**config.mk**
```make
export PLATFORM = sky130hd
export DESIGN_NAME = card_flip_ctrl
export DESIGN_NICKNAME = d
export VERILOG_FILES = /design/src/rtl/card_flip_ctrl_pkg.sv /design/src/rtl/frame_tick_gen.sv /design/src/rtl/card_flip_ctrl.sv
export SDC_FILE = /design/constraint.sdc
export NUM_CORES = 1
export LEC_CHECK = 0
export ABC_AREA = 1
export CORE_MARGIN = 2
export CORE_UTILIZATION = 30
export CTS_CLUSTER_SIZE = 12
export DETAILED_ROUTE_END_ITERATION = 8
export GPL_TIMING_DRIVEN = 0
export PLACE_DENSITY = 0.6
export SETUP_SLACK_MARGIN = 0.1
export SLEW_MARGIN = 20
export SYNTH_ARGS = -nofsm -noshare
export SYNTH_HDL_FRONTEND = slang
export SYNTH_SLANG_ARGS = --single-unit
export TNS_END_PERCENT = 5
```
**constraint.sdc**
```tcl
create_clock -name pclk -period 2.37 [get_ports pclk]
set_clock_uncertainty 0.15 [all_clocks]
set_input_delay 0.474 -clock pclk [delete_from_list [all_inputs] [get_ports pclk]]
set_output_delay 0.474 -clock pclk [all_outputs]
set_load 0.02 [all_outputs]
```
**src/rtl/card_flip_ctrl_pkg.sv**
```systemverilog
// Shared definitions for the memory-board round controller: FSM state
// encodings, default symbol width, move-counter width and a saturating bump.
package card_flip_ctrl_pkg;

  typedef enum logic [2:0] {
    ST_FIRST   = 3'd0,
    ST_SECOND  = 3'd1,
    ST_COMPARE = 3'd2,
    ST_SHOW    = 3'd3,
    ST_OVER    = 3'd4
  } state_e;

  localparam int DEFAULT_SYM_W = 3;
  localparam int MOVES_W       = 10;

  // Move counter sticks at all-ones instead of wrapping.
  function automatic logic [MOVES_W-1:0] moves_sat_inc(input logic [MOVES_W-1:0] m);
    logic [MOVES_W-1:0] r;
    if (m == {MOVES_W{1'b1}}) begin
      r = m;
    end else begin
      r = m + {{(MOVES_W-1){1'b0}}, 1'b1};
    end
    return r;
  endfunction

endpackage

```
**src/rtl/frame_tick_gen.sv**
```systemverilog
// Registered rising-edge detector on vblnk; tick is a one-cycle pulse that
// marks the frame boundary.
module frame_tick_gen (
  input  logic pclk,
  input  logic rst_n,
  input  logic vblnk,
  output logic tick
);

  logic vblnk_q;
  logic tick_q;

  // Delay line and registered edge pulse.
  always_ff @(posedge pclk or negedge rst_n) begin
    if (!rst_n) begin
      vblnk_q <= 1'b0;
      tick_q  <= 1'b0;
    end else begin
      vblnk_q <= vblnk;
      tick_q  <= vblnk & ~vblnk_q;
    end
  end

  assign tick = tick_q;

endmodule

```
**src/rtl/card_flip_ctrl.sv**
```systemverilog
// Game-round controller: selection FSM, pair compare, mismatch hold and the
// frame-committed face_up mask. Optional single-card timeout: CARD_CTRL_TIMEOUT_EN.
module card_flip_ctrl
  import card_flip_ctrl_pkg::*;
#(
  parameter int N_CARDS     = 16,
  parameter int IDX_W       = 4,
  parameter int SYM_W       = DEFAULT_SYM_W,
  parameter int SHOW_FRAMES = 60
`ifdef CARD_CTRL_TIMEOUT_EN
  , parameter int TIMEOUT_FRAMES = 300
`endif
) (
  input  logic                       pclk,
  input  logic                       rst_n,
  input  logic                       vblnk,
  input  logic                       new_game,
  input  logic                       sel_valid,
  input  logic [IDX_W-1:0]           sel_idx,
  input  logic [N_CARDS*SYM_W-1:0]   card_sym,
  output logic                       sel_ready,
  output logic [N_CARDS-1:0]         face_up,
  output logic [N_CARDS-1:0]         matched,
  output logic [IDX_W-1:0]           pair_count,
  output logic [MOVES_W-1:0]         moves,
  output logic                       game_over
);

  localparam int CNT_W = $clog2(SHOW_FRAMES + 1);
  localparam logic [CNT_W-1:0] SHOW_LAST  = CNT_W'(SHOW_FRAMES - 1);
  localparam logic [IDX_W-1:0] PAIRS_ALL  = IDX_W'(N_CARDS / 2);
`ifdef CARD_CTRL_TIMEOUT_EN
  localparam int TO_W = $clog2(TIMEOUT_FRAMES + 1);
  localparam logic [TO_W-1:0] TO_LAST = TO_W'(TIMEOUT_FRAMES - 1);
  logic [TO_W-1:0] to_cnt_q;
`endif

  state_e             state_q;
  logic [IDX_W-1:0]   idx_a_q;
  logic [IDX_W-1:0]   idx_b_q;
  logic [N_CARDS-1:0] vis_q;
  logic [N_CARDS-1:0] matched_q;
  logic [N_CARDS-1:0] face_up_q;
  logic [CNT_W-1:0]   frame_cnt_q;
  logic [IDX_W-1:0]   pair_count_q;
  logic [MOVES_W-1:0] moves_q;
  logic               game_over_q;
  logic               sel_ready_q;

  logic               tick;
  logic [N_CARDS-1:0] vis_mask;
  logic [SYM_W-1:0]   sym_a;
  logic [SYM_W-1:0]   sym_b;
  logic               sel_in_range;
  logic               sel_card_vis;
  logic               sel_legal;

  frame_tick_gen u_tick (
    .pclk  (pclk),
    .rst_n (rst_n),
    .vblnk (vblnk),
    .tick  (tick)
  );

  assign vis_mask = vis_q | matched_q;
  assign sym_a    = card_sym[32'(idx_a_q) * SYM_W +: SYM_W];
  assign sym_b    = card_sym[32'(idx_b_q) * SYM_W +: SYM_W];

  // Out-of-range indices are treated as already visible so they never pass.
  always_comb begin
    sel_in_range = (32'(sel_idx) < 32'(N_CARDS));
    sel_card_vis = 1'b1;
    if (sel_in_range) begin
      sel_card_vis = vis_mask[sel_idx];
    end else begin
      sel_card_vis = 1'b1;
    end
    sel_legal = sel_valid & sel_ready_q & ~sel_card_vis;
  end

  // Round FSM with its datapath; new_game overrides every state.
  always_ff @(posedge pclk or negedge rst_n) begin
    if (!rst_n) begin
      state_q      <= ST_FIRST;
      idx_a_q      <= '0;
      idx_b_q      <= '0;
      vis_q        <= '0;
      matched_q    <= '0;
      frame_cnt_q  <= '0;
      pair_count_q <= '0;
      moves_q      <= '0;
      game_over_q  <= 1'b0;
      sel_ready_q  <= 1'b1;
`ifdef CARD_CTRL_TIMEOUT_EN
      to_cnt_q     <= '0;
`endif
    end else if (new_game) begin
      state_q      <= ST_FIRST;
      idx_a_q      <= '0;
      idx_b_q      <= '0;
      vis_q        <= '0;
      matched_q    <= '0;
      frame_cnt_q  <= '0;
      pair_count_q <= '0;
      moves_q      <= '0;
      game_over_q  <= 1'b0;
      sel_ready_q  <= 1'b1;
`ifdef CARD_CTRL_TIMEOUT_EN
      to_cnt_q     <= '0;
`endif
    end else begin
      case (state_q)
        ST_FIRST: begin
          if (sel_legal) begin
            vis_q[sel_idx] <= 1'b1;
            idx_a_q        <= sel_idx;
            state_q        <= ST_SECOND;
`ifdef CARD_CTRL_TIMEOUT_EN
            to_cnt_q       <= '0;
`endif
          end
        end
        ST_SECOND: begin
          if (sel_legal) begin
            vis_q[sel_idx] <= 1'b1;
            idx_b_q        <= sel_idx;
            state_q        <= ST_COMPARE;
            sel_ready_q    <= 1'b0;
          end
`ifdef CARD_CTRL_TIMEOUT_EN
          else if (tick) begin
            if (to_cnt_q == TO_LAST) begin
              vis_q[idx_a_q] <= 1'b0;
              state_q        <= ST_FIRST;
            end else begin
              to_cnt_q <= to_cnt_q + TO_W'(1);
            end
          end
`endif
        end
        ST_COMPARE: begin
          moves_q <= moves_sat_inc(moves_q);
          if (sym_a == sym_b) begin
            matched_q[idx_a_q] <= 1'b1;
            matched_q[idx_b_q] <= 1'b1;
            vis_q[idx_a_q]     <= 1'b0;
            vis_q[idx_b_q]     <= 1'b0;
            pair_count_q       <= pair_count_q + IDX_W'(1);
            if ((pair_count_q + IDX_W'(1)) == PAIRS_ALL) begin
              state_q     <= ST_OVER;
              game_over_q <= 1'b1;
              sel_ready_q <= 1'b0;
            end else begin
              state_q     <= ST_FIRST;
              sel_ready_q <= 1'b1;
            end
          end else begin
            frame_cnt_q <= '0;
            state_q     <= ST_SHOW;
          end
        end
        ST_SHOW: begin
          if (tick) begin
            if (frame_cnt_q == SHOW_LAST) begin
              vis_q[idx_a_q] <= 1'b0;
              vis_q[idx_b_q] <= 1'b0;
              state_q        <= ST_FIRST;
              sel_ready_q    <= 1'b1;
            end else begin
              frame_cnt_q <= frame_cnt_q + CNT_W'(1);
            end
          end
        end
        ST_OVER: begin
          sel_ready_q <= 1'b0;
        end
        default: begin
          state_q     <= ST_FIRST;
          sel_ready_q <= 1'b1;
        end
      endcase
    end
  end

  // Visible mask only moves on a frame boundary so no card redraws mid-frame.
  always_ff @(posedge pclk or negedge rst_n) begin
    if (!rst_n) begin
      face_up_q <= '0;
    end else if (tick) begin
      face_up_q <= vis_mask;
    end else begin
      face_up_q <= face_up_q;
    end
  end

  assign sel_ready  = sel_ready_q;
  assign face_up    = face_up_q;
  assign matched    = matched_q;
  assign pair_count = pair_count_q;
  assign moves      = moves_q;
  assign game_over  = game_over_q;

endmodule

```
==> results of run 1 <==
-- report_power, final --
| group | switching [mW] | internal (mW) |
|---|---|---|
| combinational | 2.21 | 1.68 |
| clock | 0.572 | 1.02 |
| sequential | 0.308 | 1.76 |
-- metrics by stage --
stage	instances	setup TNS (ns)	worst slack (ns)	hold slack, ns
6_report	1267	0	0.09305	0.2473
3_3_place_gp	1221	-230.96	-2.524	0.2329
2_1_floorplan	885	0	0.2115	0.02841
3_5_place_dp	1222	-24.21	-0.7433	0.2376
5_1_grt	1267	-0.1507	-0.01964	0.2517
4_1_cts	1251	0	0.07370	0.2456
-- layout make-up --
cell class	instances	area, um^2	share of cell area, %
timing repair buffer	133	1341	16.95
sequential	83	2079	26.28
inverter	89	339.1	4.286
clock buffer	10	229.0	2.894
multi-input combinational	679	3224	40.76
buffer	34	302.8	3.827
tap	234	292.8	3.701
clock inverter	5	102.6	1.297
-- layer usage --
layer	GRT usage (%)	part of all wire, %	vias up
li1	-	-	3113
met1	24.34	45	2911
met2	31.78	48	207
met3	2.725	5.6	29
met4	4.789	2.0	0
met5	0	0	-
-- worst paths after layout --
check | from | to | slack (ns)
setup / recovery | idx_b_q[0] | matched[1] | 0.09
min in group asynchronous | rst_n | moves[5] | 0.46
hold reg to reg | u_tick.vblnk_q | u_tick.tick | 0.25
setup reg to reg | idx_b_q[0] | matched[1] | 0.09
hold / removal | u_tick.vblnk_q | u_tick.tick | 0.25
max in group asynchronous | rst_n | sel_ready | 0.96
-- cell usage after synthesis, drive strengths merged (2+ instances only) --
cell type    n
nand2      355
o32ai        4
o31ai       15
buf         24
clkinv       2
a21oi       17
nand4        3
or2          6
xor2         2
o211ai      12
dfrtp       82
clkbuf      10
inv         87
nor4         6
nor2       112
xnor2        2
ha           4
nand3       24
nor3        12
o21ai       98
a31oi        2
-- critical path, cell delays in order (launching register included) --
cell       delay [ns]
dfrtp_2          0.46
buf_6            0.17
buf_12           0.13
o21ai_2          0.12
nand2_1          0.06
nand2_1          0.07
nand2_1          0.05
nand2_1          0.09
inv_1            0.04
nand2_1          0.05
nand2_1          0.06
nand2_2          0.08
nand3_4          0.12
nand2_4          0.12
nand2_8          0.09
clkbuf_16        0.18
nand2_2          0.05
o21ai_1          0.06
-- sequential cells by signal, indices dropped and copies added, names as in the netlist --
register and cells:
pair_count 4, game_over 1, matched 16, frame_cnt_q 6, u_tick.vblnk_q 1, idx_b_q 4, vis_q 16, moves 10
idx_a_q 4, sel_ready 1, state_q 3, face_up 16, u_tick.tick 1
-- cell families (layout without fill, tap and decap cells) --
logic type	count (synthesis)	in the layout
flip-flops	83	83
adder cells (fa/ha/maj)	4	4
AO/OA/AOI/OAI	152	152
buffers and inverters	123	271
AND/OR/NAND/NOR	519	519
XOR/XNOR	4	4
-- repair_timing --
action / 4_1_cts / 5_1_grt
cloned: 0 / 6
hold endpoints to repair: 29 / 0
gates resized for setup: 22 / 78
buffers inserted: 13 / 10
endpoints found under the setup margin: 54 / 57
hold buffers: 1 / 0
pin swaps: 6 / 23
==> insert_results.sql, run 1 <==
INSERT INTO impl_metrics (metric_group, metric, value, unit) VALUES
('routing', 'detailroute.via_count', '6260', ''),
('routing', 'postRouteAntennaNets', '0', ''),
('setup_path', 'critical_path_class', 'reg2reg', ''),
('global_routing', 'grt-ovfl-total', '0', ''),
('power', 'leakage', '3.759', 'nW'),
('synthesis', 'yosys_register_bits', '83', ''),
('status', 'run_status', 'completed', ''),
('timing', 'hold_violations', '0', ''),
('synthesis', 'combinational_family_with_the_most_area_after_synthesis', 'simple AND/OR/NAND/NOR gates', ''),
('layout', 'post-route-cell-area', '0.007911', 'mm^2'),
('clocking', 'clk_pin_slew_worst_paths', '0.06', 'ns'),
('synthesis', 'syn_area_per_cell', '6.475', 'um^2'),
('global_routing', 'first_global_vias', '5874', ''),
('setup_path', 'worst_r2r_path_depth', '17', ''),
('synthesis', 'synth_ff_type', 'dfrtp_1', ''),
('synthesis', 'postSynthCellCount', '885', ''),
('setup_path', 'crit_arrival', '2.35', 'ns'),
('die', 'fp.dieW', '142.2', 'um'),
('routing', 'post_drt_wl_per_cell', '14.70', 'um'),
('global_routing', 'grt_max_degree', '55', ''),
('die', 'placementRows', '50', ''),
('die', 'floorplan_core_area', '0.01871', 'mm^2'),
('clocking', 'clk_latency', '0.35', 'ns'),
('layout', 'num-fill-cells', '1959', ''),
('timing', 'finalCritPeriodShare', '96.07', '%'),
('synthesis', 'synth.yosys.seq_area_share', '36.27', '%'),
('die', 'chipHeight', '142.2', 'um'),
('layout', 'fin_util', '42.29', '%'),
('layout', 'fin_nets', '1090', ''),
('setup_path', 'critPathMaxFanout', '7', ''),
('synthesis', 'synth_xor_xnor_area_share', '0.6114', '%'),
('timing', 'worst-slew-pin-transition', '0.8469', 'ns'),
('synthesis', 'synth_edf_count', '0', ''),
('power', 'total_power', '7.552', 'mW'),
('die', 'ioPinCount', '105', ''),
('setup_path', 'critical_path_required', '2.44', 'ns'),
('global_routing', 'global_route.usage.total', '18.48', '%'),
('power', 'ir_worst_vdd', '622.4', 'uV'),
('global_routing', 'antenna_found_initial', '0', ''),
('power', 'cellPowerDensity', '954.6', 'mW/mm^2'),
('placement', 'place.detailed.hpwl', '13840', 'um'),
('layout', 'mostFrequentLayoutCells', 'nand2_1 (333), nor2_1 (103), clkdlybuf4s50_1 (100)', ''),
('global_routing', 'grt_pass1_wl', '29720', 'um'),
('routing', 'drtIter0Drc', '471', ''),
('worst_hold_path', 'number_of_cells_on_the_worst_hold_path', '1', ''),
('synthesis', 'synth_simple_gate_area_share', '36.59', '%'),
('layout', 'diodes', '0', ''),
('layout', 'flow.area_growth_from_synthesis', '38.06', '%'),
('timing', 'finalSetupViolations', '0', ''),
('clocking', 'cts.sink_count', '83', ''),
('synthesis', 'synth_fp_nets', '946', ''),
('synthesis', 'ys_types', '39', ''),
('placement', 'gpl.final_weighted_congestion', '0.9021', ''),
('setup_path', 'worstSetupEndpointType', 'flop', ''),
('routing', 'detail_route.vias_per_cell', '4.941', ''),
('routing', 'drc', '0', ''),
('synthesis', 'synth_compound_area_share', '15.96', '%'),
('placement', 'buffer_ports.inserted', '102', ''),
('layout', 'most_common_cell_after_layout_fill_and_taps_aside', 'nand2_1', ''),
('run', 'maxCapViolations', '0', ''),
('synthesis', 'synth.area.mux_share', '0', '%'),
('synthesis', 'synth.area.top_cells', 'dfrtp_1 (36%), nand2_1 (23%), nor2_1 (7.1%)', ''),
('layout', 'layout-drive-gt1-share', '13.84', '%'),
('placement', 'place_area', '0.007069', 'mm^2'),
('synthesis', 'synth_fa_ha_area_share', '0.8734', '%'),
('die', 'fp.dieArea', '0.02022', 'mm^2'),
('setup_path', 'crit_path_start_kind', 'flop', ''),
('clocking', 'htree_levels', '3', ''),
('timing', 'min_period', '2.277', 'ns'),
('clocking', 'tritoncts', 'done', ''),
('synthesis', 'async_flop_share', '100.0', '%'),
('worst_hold_path', 'min-delay-path-class', 'reg2reg', ''),
('die', 'initial_utilization', '30.64', '%'),
('clocking', 'cts-root-buf', 'clkbuf_16', ''),
('timing', 'grt_setup_unrepaired', 'true', ''),
('synthesis', 'post-synth-top-area-cell', 'dfrtp_1', ''),
('synthesis', 'synthesis.area', '0.005730', 'mm^2'),
('routing', 'drt_wl_total', '18630', 'um'),
('timing', 'relative_max_transition_margin', '43.11', '%'),
('synthesis', 'netlist.area_leader.share', '35.81', '%'),
('timing', 'max_freq', '439.2', 'MHz'),
('routing', 'firstDrtPassIters', '5', ''),
('clocking', 'cts_inserted_buffers', '9', ''),
('synthesis', 'synth.yosys.warnings', '0', ''),
('timing', 'maxSlewViolCount', '0', ''),
('clocking', 'cts-root-to-sink-buffers', '2', '');
Power figures use the tool's default switching activity.
==> run 2, diff against run 1 <==
Settings changed: DONT_BUFFER_PORTS from default to 1, PLACE_DENSITY 0.6 to 0.53, REMOVE_ABC_BUFFERS from default to 1, SETUP_SLACK_MARGIN 0.1 to 0.02.
==> run 2 against run 1 <==
The flow now finishes with violations (negative hold slack). Register-to-register slack lost 0.05 ns. Clock power is essentially flat. Non-clock buffer count shrank 137. Combinational power shrank 29%. Fmax shrank 2.0%. Total power shrank 11%. Largest cell class unchanged.
==> insert_results.sql, run 2 (synthesis results as in run 1) <==
INSERT INTO impl_metrics (metric_group, metric, value, unit) VALUES
('layout', 'flow.area_growth_from_synthesis', '15.35', '%'),
('status', 'run_status', 'finished, violations left', ''),
('layout', 'mostFrequentLayoutCells', 'nand2_1 (343), nor2_1 (102), inv_1 (79)', ''),
('timing', 'max_freq', '430.4', 'MHz'),
('timing', 'hold_violations', '83', ''),
('timing', 'worst-slew-pin-transition', '0.7109', 'ns'),
('placement', 'detailedPlace.worstSlack', '-1.128', 'ns'),
('placement', 'buffer_ports.inserted', '0', ''),
('worst_hold_path', 'min-delay-path-class', 'in2async', ''),
('timing', 'finalSetupViolations', '0', ''),
('timing', 'post-route-worst-setup-slack', '0.04651', 'ns'),
('power', 'ir_worst_vdd', '408.5', 'uV'),
('timing', 'min_period', '2.323', 'ns'),
('layout', 'most_common_cell_after_layout_fill_and_taps_aside', 'nand2_1', ''),
('layout', 'fin_nets', '955', ''),
('routing', 'drtIter0Drc', '357', ''),
('die', 'placementRows', '50', ''),
('die', 'fp.dieW', '142.2', 'um'),
('routing', 'postRouteAntennaNets', '0', ''),
('layout', 'layout-drive-gt1-share', '12.68', '%'),
('timing', 'grt_setup_unrepaired', 'true', ''),
('clocking', 'tritoncts', 'done', ''),
('routing', 'drt_wl_total', '18170', 'um'),
('clocking', 'clk_latency', '0.35', 'ns'),
('global_routing', 'antenna_found_initial', '0', ''),
('setup_path', 'crit_path_start_kind', 'flop', ''),
('die', 'floorplan_core_area', '0.01871', 'mm^2'),
('die', 'ioPinCount', '105', ''),
('status', 'violated_checks', 'negative hold slack', ''),
('placement', 'place.detailed.hpwl', '12120', 'um'),
('placement', 'gpl.final_weighted_congestion', '0.8230', ''),
('timing', 'relative_max_transition_margin', '52.24', '%'),
('layout', 'num-fill-cells', '2022', ''),
('die', 'chipHeight', '142.2', 'um'),
('routing', 'drc', '0', ''),
('layout', 'finish.cell_count_without_fillers', '1133', ''),
('global_routing', 'grt-ovfl-total', '0', ''),
('global_routing', 'grt_pass1_wl', '28710', 'um'),
('setup_path', 'critical_path_required', '2.43', 'ns'),
('power', 'cellPowerDensity', '1019', 'mW/mm^2'),
('global_routing', 'grt_max_degree', '84', ''),
('timing', 'maxSlewViolCount', '0', ''),
('layout', 'diodes', '0', ''),
('setup_path', 'worstSetupEndpointType', 'flop', ''),
('global_routing', 'first_global_vias', '5381', ''),
('clocking', 'cts-root-buf', 'clkbuf_16', ''),
('layout', 'fin_util', '35.34', '%'),
('clocking', 'htree_levels', '3', ''),
('setup_path', 'crit_arrival', '2.38', 'ns'),
('routing', 'detailroute.via_count', '5616', ''),
('run', 'maxCapViolations', '0', ''),
('timing', 'hold_ws', '-0.3338', 'ns'),
('clocking', 'cts.sink_count', '83', ''),
('global_routing', 'global_route.usage.total', '18.05', '%'),
('placement', 'place_area', '0.005806', 'mm^2'),
('routing', 'detail_route.vias_per_cell', '4.957', ''),
('die', 'initial_utilization', '30.64', '%'),
('routing', 'firstDrtPassIters', '7', ''),
('placement', 'dpl.cell_count', '1085', ''),
('clocking', 'cts-root-to-sink-buffers', '2', ''),
('die', 'fp.dieArea', '0.02022', 'mm^2'),
('clocking', 'cts.hold.buffers_added', '1', ''),
('power', 'leakage', '3.182', 'nW'),
('clocking', 'cts_inserted_buffers', '9', ''),
('routing', 'post_drt_wl_per_cell', '16.04', 'um'),
('timing', 'finalCritPeriodShare', '98.04', '%'),
('layout', 'post-route-cell-area', '0.006610', 'mm^2'),
('setup_path', 'critical_path_class', 'reg2reg', ''),
('clocking', 'clk_pin_slew_worst_paths', '0.07', 'ns'),
('setup_path', 'critPathMaxFanout', '18', '');
run 2: cell count changes in the layout (fill, tap and decap cells not counted), sizes merged, moves of 2 or more:
cell           previous run  this run
buf                      52        29
clkinvlp                  1         4
clkbuf                   23        10
nand2                   355       357
clkdlybuf4s50           100         0
run 2: layer usage:
metal	vias to the layer above	GRT usage (%)	routed length, um
met3	22	3.970	1102
met5	-	0	0
li1	2842	-	-
met4	0	4.211	298
met1	2597	23.40	8056
met2	155	30.71	8716
run 2: area by class of cell:
| class | instances | area (um^2) | area share, % |
|---|---|---|---|
| clock buffer | 10 | 239.0 | 3.615 |
| clock inverter | 6 | 93.84 | 1.420 |
| inverter | 89 | 352.8 | 5.338 |
| multi-input combinational | 681 | 3246 | 49.10 |
| sequential | 83 | 2102 | 31.80 |
| tap | 234 | 292.8 | 4.429 |
| timing repair buffer | 30 | 284.0 | 4.297 |
run 2: critical path: stages, from the launching register on:
cell and delay, ns:
dfrtp_4 0.52, buf_4 0.20, o21ai_0 0.19, nand2_1 0.07, nand2_1 0.06, nand2_1 0.04
nand2_1 0.09, inv_1 0.04, nand2_1 0.05, nand2_1 0.06, nand2_2 0.10, nand3_4 0.17
nand2_8 0.15, nand2_8 0.13, nand2_1 0.08, o21ai_0 0.08
run 2: worst paths after layout:
kind / start / endpoint / slack (ns) / depth (start not counted)
min in group pclk: new_game / moves[9] / 0.06 / 1
max in group asynchronous: rst_n / sel_ready / 2.14 / 0
worst max-delay path: idx_b_q[0] / pair_count[0] / 0.05 / 15
worst min-delay path: rst_n / matched[15] / -0.33 / 0
worst min register to register: u_tick.vblnk_q / u_tick.tick / 0.25 / 1
worst max register to register: idx_b_q[0] / pair_count[0] / 0.05 / 15
run 2: power breakdown:
part	internal (mW)	switching, mW	leakage, nW
Combinational	0.970	1.81	1.91
Sequential	1.78	0.598	1.11
Clock	0.963	0.614	0.160
run 2: per-stage QoR:
step,hold slack (ns),total power [mW],setup TNS [ns]
floorplan,0.02841,3.955,-11.39
global placement,0.03079,4.607,-69.60
detailed placement,0.03093,4.622,-36.23
CTS,-0.3424,6.555,-0.01081
global route,-0.3507,7.229,-3.602
finish,-0.3338,6.733,0
run 2: timing repair:
item / 4_1_cts / 5_1_grt
setup buffers: 20 / 9
hold endpoints to repair: 84 / 83
cloned: 1 / 1
setup endpoints to repair: 51 / 53
gates resized for setup: 37 / 22
pin swaps: 7 / 5
